--- src/rtl/requant_relu_pkg.sv ---
// Shared activation type and saturation helper for requant_relu and the
// downstream int8 stages (maxpool and later).
package requant_relu_pkg;

  typedef logic signed [7:0] act_t;

  localparam act_t ACT_MAX = act_t'(8'h7f);
  localparam act_t ACT_MIN = act_t'(8'h80);

  // Widest signed value sat_to_act accepts; callers sign-extend into it.
  localparam int SAT_W = 64;

  function automatic act_t sat_to_act(input logic signed [SAT_W-1:0] v);
    logic signed [SAT_W-1:0] hi;
    logic signed [SAT_W-1:0] lo;
    act_t                    res;
    hi = ACT_MAX;
    lo = ACT_MIN;
    if (v > hi) begin
      res = ACT_MAX;
    end else if (v < lo) begin
      res = ACT_MIN;
    end else begin
      res = act_t'(v[7:0]);
    end
    return res;
  endfunction

endpackage

--- src/rtl/requant_round_sat.sv ---
// Combinational output stage: round-half-up arithmetic right shift,
// saturation to int8 and optional ReLU clamp.
module requant_round_sat
  import requant_relu_pkg::*;
#(
  parameter int PROD_W      = 50,
  parameter int SHIFT_WIDTH = 5,
  parameter int RELU_EN     = 1
) (
  input  logic signed [PROD_W-1:0]      prod_i,
  input  logic        [SHIFT_WIDTH-1:0] shift_i,
  output act_t                          act_o
);

  // One guard bit so adding the rounding constant can never wrap.
  localparam int RW = PROD_W + 1;

  logic signed [RW-1:0]    ext;
  logic signed [RW-1:0]    half;
  logic signed [RW-1:0]    rounded;
  logic signed [SAT_W-1:0] wide;
  act_t                    sat;

  always_comb begin
    ext  = {prod_i[PROD_W-1], prod_i};
    half = '0;
    if (shift_i != '0) begin
      half = RW'(1) << (shift_i - SHIFT_WIDTH'(1));
    end
    rounded = (ext + half) >>> shift_i;
    wide    = SAT_W'(rounded);
    sat     = sat_to_act(wide);
    act_o   = ((RELU_EN != 0) && (sat < 0)) ? '0 : sat;
  end

endmodule

--- src/rtl/requant_relu.sv ---
// Requantisation stage: 3-cycle fixed-latency pipeline turning wide signed
// accumulator values into int8 activations, with per-frame last-pixel tagging.
module requant_relu
  import requant_relu_pkg::*;
#(
  parameter int ACC_WIDTH   = 32,
  parameter int MULT_WIDTH  = 16,
  parameter int SHIFT_WIDTH = 5,
  parameter int MAP_WIDTH   = 28,
  parameter int RELU_EN     = 1
) (
  input  logic                        clk,
  input  logic                        rst,
  input  logic                        cfg_load,
  input  logic signed [ACC_WIDTH-1:0] cfg_bias,
  input  logic [MULT_WIDTH-1:0]       cfg_mult,
  input  logic [SHIFT_WIDTH-1:0]      cfg_shift,
  input  logic                        valid_in,
  input  logic signed [ACC_WIDTH-1:0] acc_in,
  output logic                        valid_out,
  output act_t                        pixel_out,
  output logic                        frame_done,
  output logic                        busy,
  output logic                        cfg_err
);

  localparam int FRAME  = MAP_WIDTH * MAP_WIDTH;
  localparam int CNT_W  = (FRAME > 1) ? $clog2(FRAME) : 1;
  localparam int SUM_W  = ACC_WIDTH + 1;
  localparam int PROD_W = ACC_WIDTH + MULT_WIDTH + 2;

  // Stream interface is valid-only with no ready: every edge with valid_in
  // high accepts a sample, and valid_out is a one-cycle strobe exactly three
  // edges later. Bubbles pass through unchanged; nothing ever stalls.

  logic signed [ACC_WIDTH-1:0] bias_q;
  logic [MULT_WIDTH-1:0]       mult_q;
  logic [SHIFT_WIDTH-1:0]      shift_q;
  logic [CNT_W-1:0]            cnt_q, cnt_d;
  logic                        last_d;
  logic                        busy_d;
  logic                        cfg_ok;
  logic                        cfg_err_q;

  logic                        v1_q, l1_q;
  logic signed [SUM_W-1:0]     sum_q, sum_d;
  logic [MULT_WIDTH-1:0]       m1_q;
  logic [SHIFT_WIDTH-1:0]      sh1_q;

  logic                        v2_q, l2_q;
  logic signed [PROD_W-1:0]    prod_q, prod_d;
  logic [SHIFT_WIDTH-1:0]      sh2_q;

  logic                        valid_out_q, frame_done_q;
  act_t                        pixel_q;
  act_t                        act_d;

  always_comb begin
    last_d = (cnt_q == CNT_W'(FRAME - 1));
    cnt_d  = cnt_q;
    if (valid_in) begin
      cnt_d = last_d ? '0 : cnt_q + CNT_W'(1);
    end
    busy_d = (cnt_q != '0) | v1_q | v2_q | valid_out_q;
    cfg_ok = cfg_load & ~busy_d;
    sum_d  = {acc_in[ACC_WIDTH-1], acc_in} + {bias_q[ACC_WIDTH-1], bias_q};
    prod_d = PROD_W'(sum_q) * PROD_W'(signed'({1'b0, m1_q}));
  end

  requant_round_sat #(
    .PROD_W      (PROD_W),
    .SHIFT_WIDTH (SHIFT_WIDTH),
    .RELU_EN     (RELU_EN)
  ) u_round_sat (
    .prod_i  (prod_q),
    .shift_i (sh2_q),
    .act_o   (act_d)
  );

  // Scale and shift ride along with each pixel, so a config latched on the
  // same edge as a frame's first pixel only affects the pixels after it.
  always_ff @(posedge clk or posedge rst) begin
    if (rst) begin
      bias_q       <= '0;
      mult_q       <= MULT_WIDTH'(1);
      shift_q      <= '0;
      cnt_q        <= '0;
      cfg_err_q    <= 1'b0;
      v1_q         <= 1'b0;
      l1_q         <= 1'b0;
      sum_q        <= '0;
      m1_q         <= '0;
      sh1_q        <= '0;
      v2_q         <= 1'b0;
      l2_q         <= 1'b0;
      prod_q       <= '0;
      sh2_q        <= '0;
      valid_out_q  <= 1'b0;
      frame_done_q <= 1'b0;
      pixel_q      <= '0;
    end else begin
      if (cfg_ok) begin
        bias_q  <= cfg_bias;
        mult_q  <= cfg_mult;
        shift_q <= cfg_shift;
      end
      cfg_err_q <= cfg_load & busy_d;
      cnt_q     <= cnt_d;

      v1_q <= valid_in;
      l1_q <= valid_in & last_d;
      if (valid_in) begin
        sum_q <= sum_d;
        m1_q  <= mult_q;
        sh1_q <= shift_q;
      end

      v2_q <= v1_q;
      l2_q <= l1_q;
      if (v1_q) begin
        prod_q <= prod_d;
        sh2_q  <= sh1_q;
      end

      valid_out_q  <= v2_q;
      frame_done_q <= v2_q & l2_q;
      if (v2_q) begin
        pixel_q <= act_d;
      end
    end
  end

  assign valid_out  = valid_out_q;
  assign pixel_out  = pixel_q;
  assign frame_done = frame_done_q;
  assign busy       = busy_d;
  assign cfg_err    = cfg_err_q;

endmodule
--- config.mk ---
export PLATFORM = sky130hd
export DESIGN_NAME = requant_relu
export DESIGN_NICKNAME = d
export VERILOG_FILES = /design/src/rtl/requant_relu_pkg.sv /design/src/rtl/requant_round_sat.sv /design/src/rtl/requant_relu.sv
export SDC_FILE = /design/constraint.sdc
export NUM_CORES = 2
export LEC_CHECK = 0
export ABC_AREA = 1
export CAP_MARGIN = 0
export CORE_MARGIN = 2
export CORE_UTILIZATION = 50
export CTS_CLUSTER_SIZE = 8
export DETAILED_ROUTE_END_ITERATION = 6
export GPL_ROUTABILITY_DRIVEN = 0
export GPL_TIMING_DRIVEN = 0
export PLACE_DENSITY = 0.72
export SYNTH_ARGS = -nofsm -noshare
export SYNTH_HDL_FRONTEND = slang
export SYNTH_SLANG_ARGS = --single-unit
--- constraint.sdc ---
create_clock -name clk -period 7.4 [get_ports clk]
set_input_delay 1.85 -clock clk [delete_from_list [all_inputs] [get_ports clk]]
set_output_delay 1.85 -clock clk [all_outputs]
set_load 0.01 [all_outputs]
# Yosys cells after proc, flatten, opt, wreduce, memory -nomap -nowiden

Index checks and enable logic that the tools add are counted.

Add/sub/neg operators: 4
Multipliers: 1
Div/mod/pow operators: 0
Order comparisons: 3
Equality and inequality tests: 1
Shift-type cells: 2
Mux-type cells: 5
Bitwise gates (word level): 8
Reduce and logical (&&, ||, !) cells: 2

Operators by type and width:

| kind                    | count |
|---|---|
| $add A50 B51 Y51        | 1 |
| $gt A51 B8 Y1 const B   | 1 |
| $lt A51 B8 Y1 const B   | 1 |
| $mux W51                | 1 |
| $shl A1 B5 Y51 const A  | 1 |
| $sshr A51 B5 Y51        | 1 |
| $mul A33 B17 Y50        | 1 |
| $add A32 B32 Y33        | 1 |
| $mux W8                 | 3 |
| $add A10 B1 Y10 const B | 1 |
| $eq A10 B10 Y1 const B  | 1 |
| $mux W10                | 1 |
| $reduce_bool A10 Y1     | 1 |
| $lt A8 B1 Y1 const B    | 1 |
| $reduce_bool A5 Y1      | 1 |
| $sub A5 B1 Y5 const B   | 1 |
| $and A1 B1 Y1           | 4 |
| $or A1 B1 Y1            | 3 |
| $not A1 Y1              | 1 |

Bits in registers: 187
Latch bits: 0
Bits in writable memories: 0
Bits in read-only memories: 0
Bits of input ports: 89
Output and inout bits: 12
Logic and storage cells: 43
Memories kept: 0

# Depth between registers and ports, before layout

Depth after elaboration: 10
Gate-level depth with buffers: 39
Gate-level depth less buffers: 38

# Modules after synthesis

Synthesis repeated with hierarchy kept, for this count alone.

Cells, all modules: 5,689
Area, all modules: 37,887.6 um2

By module, submodules not included:

| module            | times used | cells each | area an instance (um2) | sequential area each (um2) |
|---|---|---|---|---|
| requant_relu      | 1          | 3,940      | 29,722.3               | 4,680.7 |
| requant_round_sat | 1          | 1,749      | 8,165.3                | 0.0 |

# Least setup slack after synthesis

No wires, ideal clock.

Path kind: register to register
Start: reg sum_q[13]
End: reg prod_q[35]
Library setup time: 0.133 ns
Arrival: 6.096 ns
Required time: 7.267 ns
Slack: 1.171 ns
Cell stages (with the launch flop): 31
Buffers on the path: 2
Clock period less this slack: 6.229 ns
Path through: dfrtp_1 > clkbuf_1 > clkbuf_1 > nand2_1 > fa_1 > inv_1 > fa_1 > inv_1 > fa_1 > inv_1 > fa_1 > inv_1 > fa_1 > inv_1 > fa_1 > ha_1 > nand2_1 > o21ai_0 > nand2_1 > o2111ai_1 > a21oi_1 > o21ai_0 > nand2_1 > nand2_1 > inv_1 > o31ai_1 > nand3_1 > nand2_1 > nand2_1 > nand3_1 > o21ai_0

Longest elaborated chain between the ends: 1

RTL lines:

| element                | line                | text |
|---|---|---|
| from (decl)            | requant_relu.sv:46  | `logic signed [SUM_W-1:0] sum_q, sum_d;` |
| from (signal assigned) | requant_relu.sv:113 | `sum_q <= sum_d;` |
| $mul A33 B17 Y50       | requant_relu.sv:67  | `prod_d = PROD_W'(sum_q) * PROD_W'(signed'({1'b0, m1_q}));` |
| to (signal assigned)   | requant_relu.sv:121 | `prod_q <= prod_d;` |
| to (decl)              | requant_relu.sv:51  | `logic signed [PROD_W-1:0] prod_q, prod_d;` |

No other way between the ends.
A chain may end at the register's enable or synchronous reset.

# Worst setup path after layout

Start: reg m1_q[8]
End: reg prod_q[48]

Longest elaborated chain between the ends: 1

RTL lines:

| element                | line                | text |
|---|---|---|
| from (decl)            | requant_relu.sv:47  | `logic [MULT_WIDTH-1:0] m1_q;` |
| from (signal assigned) | requant_relu.sv:114 | `m1_q <= mult_q;` |
| $mul A33 B17 Y50       | requant_relu.sv:67  |  |

No other way between the ends.

==> out/qor.yml <==
pwr:
  combPwrFrac_pct: 16.2
  p_switching_uw: 816
  power_leakage_uw: 0.0199
  clkPwrFrac_pct: 38.6
  powerDensity_mw_per_mm2: 65.8
  power_frac_seq_pct: 45.2
  internal-power_uw: 1650
  peakVddDrop_uv: 155
  swShare_pct: 33.0
detailed_routing:
  vias: 31761
  wire_per_inst_um: 17.8
  drtIter0Drc: 3201
  viasPerCell: 5.35
  final_antenna_net_count: 0
  remaining_drc_errors: 0
  dr.pass1.iters: 7
  wirelength_um: 106000
sta:
  max_freq_ghz: 0.141
  finalCritPeriodShare_pct: 95.8
  post-route-min-period_ps: 7090
  worst_pin_slew_ps: 1130
  maxSlewHeadroom_pct: 24.5
  hold_viol_final: 0
  finalSetupViolCount: 0
  slew_violations: 0
  fin_worst_skew_ps: 21.1
floorplan:
  start_util_pct: 50.6
  fp.dieW_um: 267
  core_area_mm2: 0.0686
  ios: 101
  row_count: 96
  dieArea_mm2: 0.0715
  die_y_um: 267
critical_path:
  cp_cell_sequence: "clkbuf_1 > nand2_1 > fa_1 > fa_1 > fa_1 > fa_1 > fa_1 > inv_1 > fa_1 > ha_1 > a21oi_1 > o21ai_0 > a21oi_1 > nor2_1 > nor3_1 > nand3_1 > nand2_1 > o211ai_1 > nand2_1 > o311ai_0 > or2_2 > nand3_1 > o21ai_0"
  crit_path_start_kind: "flip-flop"
  cp_slowest_stage_delay_ps: 550
  reg2reg_depth: 23
  critPathMostFrequentCell: "fa_1"
  worstReg2RegStart: "m1_q[8]"
  crit_slowest_cell: "dfrtp_2"
  end_kind: "flip-flop"
  worstPathMaxFanout: 10
  r2r_setup_slack_ps: 310
  cp.required_ps: 7740
  arrival_ps: 7430
  r2r_end: "prod_q[48]"
  setup.worst_path.class: "flip-flop to flip-flop"
grt:
  grt_max_degree: 102
  grt_pass1_vias: 31888
  met1_usage_pct: 39.2
  use_met2_pct: 49.2
  use_met3_pct: 5.51
  grt_pass1_wl_um: 170000
  antenna_found_initial: 0
  grt_busiest_layer: "met2"
  grt_usage_pct: 30.6
  grt_overflow: 0
synthesis:
  ys_types: 56
  ys_seq_area_share_pct: 13.4
  ys_ff_latch: 186
  ys_warn_count: 0
  async_reset_ff_share_pct: 100
  synthesis.area_mm2: 0.0347
  avgSynthCellArea_um2: 7.08
  synth-main-ff-cell: "dfrtp_1"
  synth_edf_count: 0
  syn_inst: 4899
cts:
  clock_latency_ps: 480
  root_buffer: "clkbuf_16"
  cts_hold_buf: 0
  cts_buffers: 17
  cts_setup_buffers: 0
  clk_pin_slew_worst_paths_ps: 80
  clock_sinks: 186
  tritoncts: "done"
  h-tree-depth: 4
  clock_path_buffers: 2
placed_design:
  post-place-cells: 5931
  post_dp_cell_area_mm2: 0.0369
  io_buffers: 99
  dpl.hpwl_um: 89800
layout:
  syn_to_final_growth_pct: 8.16
  final_cell_mix: "nand2_1, inv_1, fa_1"
  fin_cells: 5933
  finish.utilization_pct: 54.7
  n_fill_cell: 6624
  num-nets-final: 5768
  final_common_cell: "nand2_1"
  design_area_mm2: 0.0375
  n_antenna_cell: 0
  drive_above_1_share_pct: 6.96
min_path:
  whs_path_depth: 0
  min_to: "l2_q"
  worstHoldStart: "l1_q"
  hp-class: "flip-flop to flip-flop"
flow_run:
  drv_cap: 0
run_status:
  status: "finished, final reports clean"
per-layer routing:
layer | routed length [um] | vias to the layer above | part of all wire (%)
li1 | - | 14920 | -
met1 | 42300 | 14911 | 40
met2 | 47500 | 1588 | 45
met3 | 9670 | 342 | 9.1
met4 | 6280 | 0 | 5.9
met5 | 0 | - | 0
final cells by class:
type                       instances  area [um^2]  share of cell area (%)
tap                              931         1160                    3.10
sequential                       186         4670                    12.5
buffer                           192          880                    2.34
multi-input combinational       3416        25100                    67.0
timing repair buffer             100         1020                    2.71
inverter                        1076         4050                    10.8
clock inverter                    15          186                   0.497
clock buffer                      17          425                    1.13
critical path, delay by kind of cell (launching register included):
family                   cells  cell delay [ps]
buffers and inverters        2              600
AO/OA/AOI/OAI                6             1050
adder cells (fa/ha/maj)      7             3470
flip-flops                   1              550
AND/OR/NAND/NOR              8             1270
sequential cells by signal (all words and copies together) (netlist names), 7 cells and up:
name,count
pixel_out,7
m1_q,16
mult_q,16
prod_q,50
cnt_q,10
sum_q,33
bias_q,32
repair_timing:
item	in CTS	in global routing
pin swaps	0	0
setup endpoints to repair	9	13
resized for setup	31	105
per-stage QoR:
| stage | power [uW] | setup TNS (ps) | setup WS, ps | hold WS (ps) |
|---|---|---|---|---|
| 2_1_floorplan | 1350 | 0 | 495 | 331 |
| 3_3_place_gp | 1520 | -353680 | -1940 | 336 |
| 3_5_place_dp | 1530 | -1120 | -259 | 353 |
| 4_1_cts | 2470 | 0 | 3.94 | 368 |
| 5_1_grt | 2570 | -28.1 | -14.9 | 366 |
| 6_report | 2470 | 0 | 314 | 368 |
cell families (layout without fill, tap and decap cells):
logic type / count (synthesis) / after routing / synth area share (%)
buffers and inverters: 1298 / 1400 / 14.2
muxes: 54 / 54 / 1.75
DFF: 186 / 186 / 13.4
AOI/OAI and AO/OA: 328 / 328 / 5.31
and+or+nand+nor: 2299 / 2299 / 28.4
other: 1 / 2 / 0.0108
adders and majority gates: 690 / 690 / 35.8
xor gates and xnor gates: 43 / 43 / 1.09
power groups by stage:
stage          Sequential (uW)  Combinational, uW  Clock [uW]
4_1_cts                   1090                420         962
5_1_grt                   1120                443        1000
2_1_floorplan             1100                248           0
3_5_place_dp              1110                417           0
6_report                  1120                400         953
3_3_place_gp              1110                412           0
worst max path at each step:
stage	startpoint	endpoint	slack [ps]
after global placement	rst	bias_q[5]	-1940
after detailed placement	m1_q[4]	prod_q[35]	-260
after floorplan	rst	bias_q[0]	490
after global routing	sum_q[3]	prod_q[36]	-10
after CTS	m1_q[9]	prod_q[35]	4
final	m1_q[8]	prod_q[48]	310
synthesized netlist by cell type (all sizes together) (27+ instances only):
library cell | number | area (um^2)
buf | 45 | 223
a31oi | 41 | 257
clkbuf | 177 | 664
or2 | 40 | 250
inv | 1073 | 4030
a21oi | 123 | 631
nand3 | 474 | 2580
nand4 | 27 | 169
dfrtp | 185 | 4630
ha | 185 | 2310
nor2 | 268 | 1090
nand2 | 1444 | 5460
fa | 505 | 10100
mux2 | 53 | 597
o21ai | 116 | 584
(Power assumes the default switching activity.)
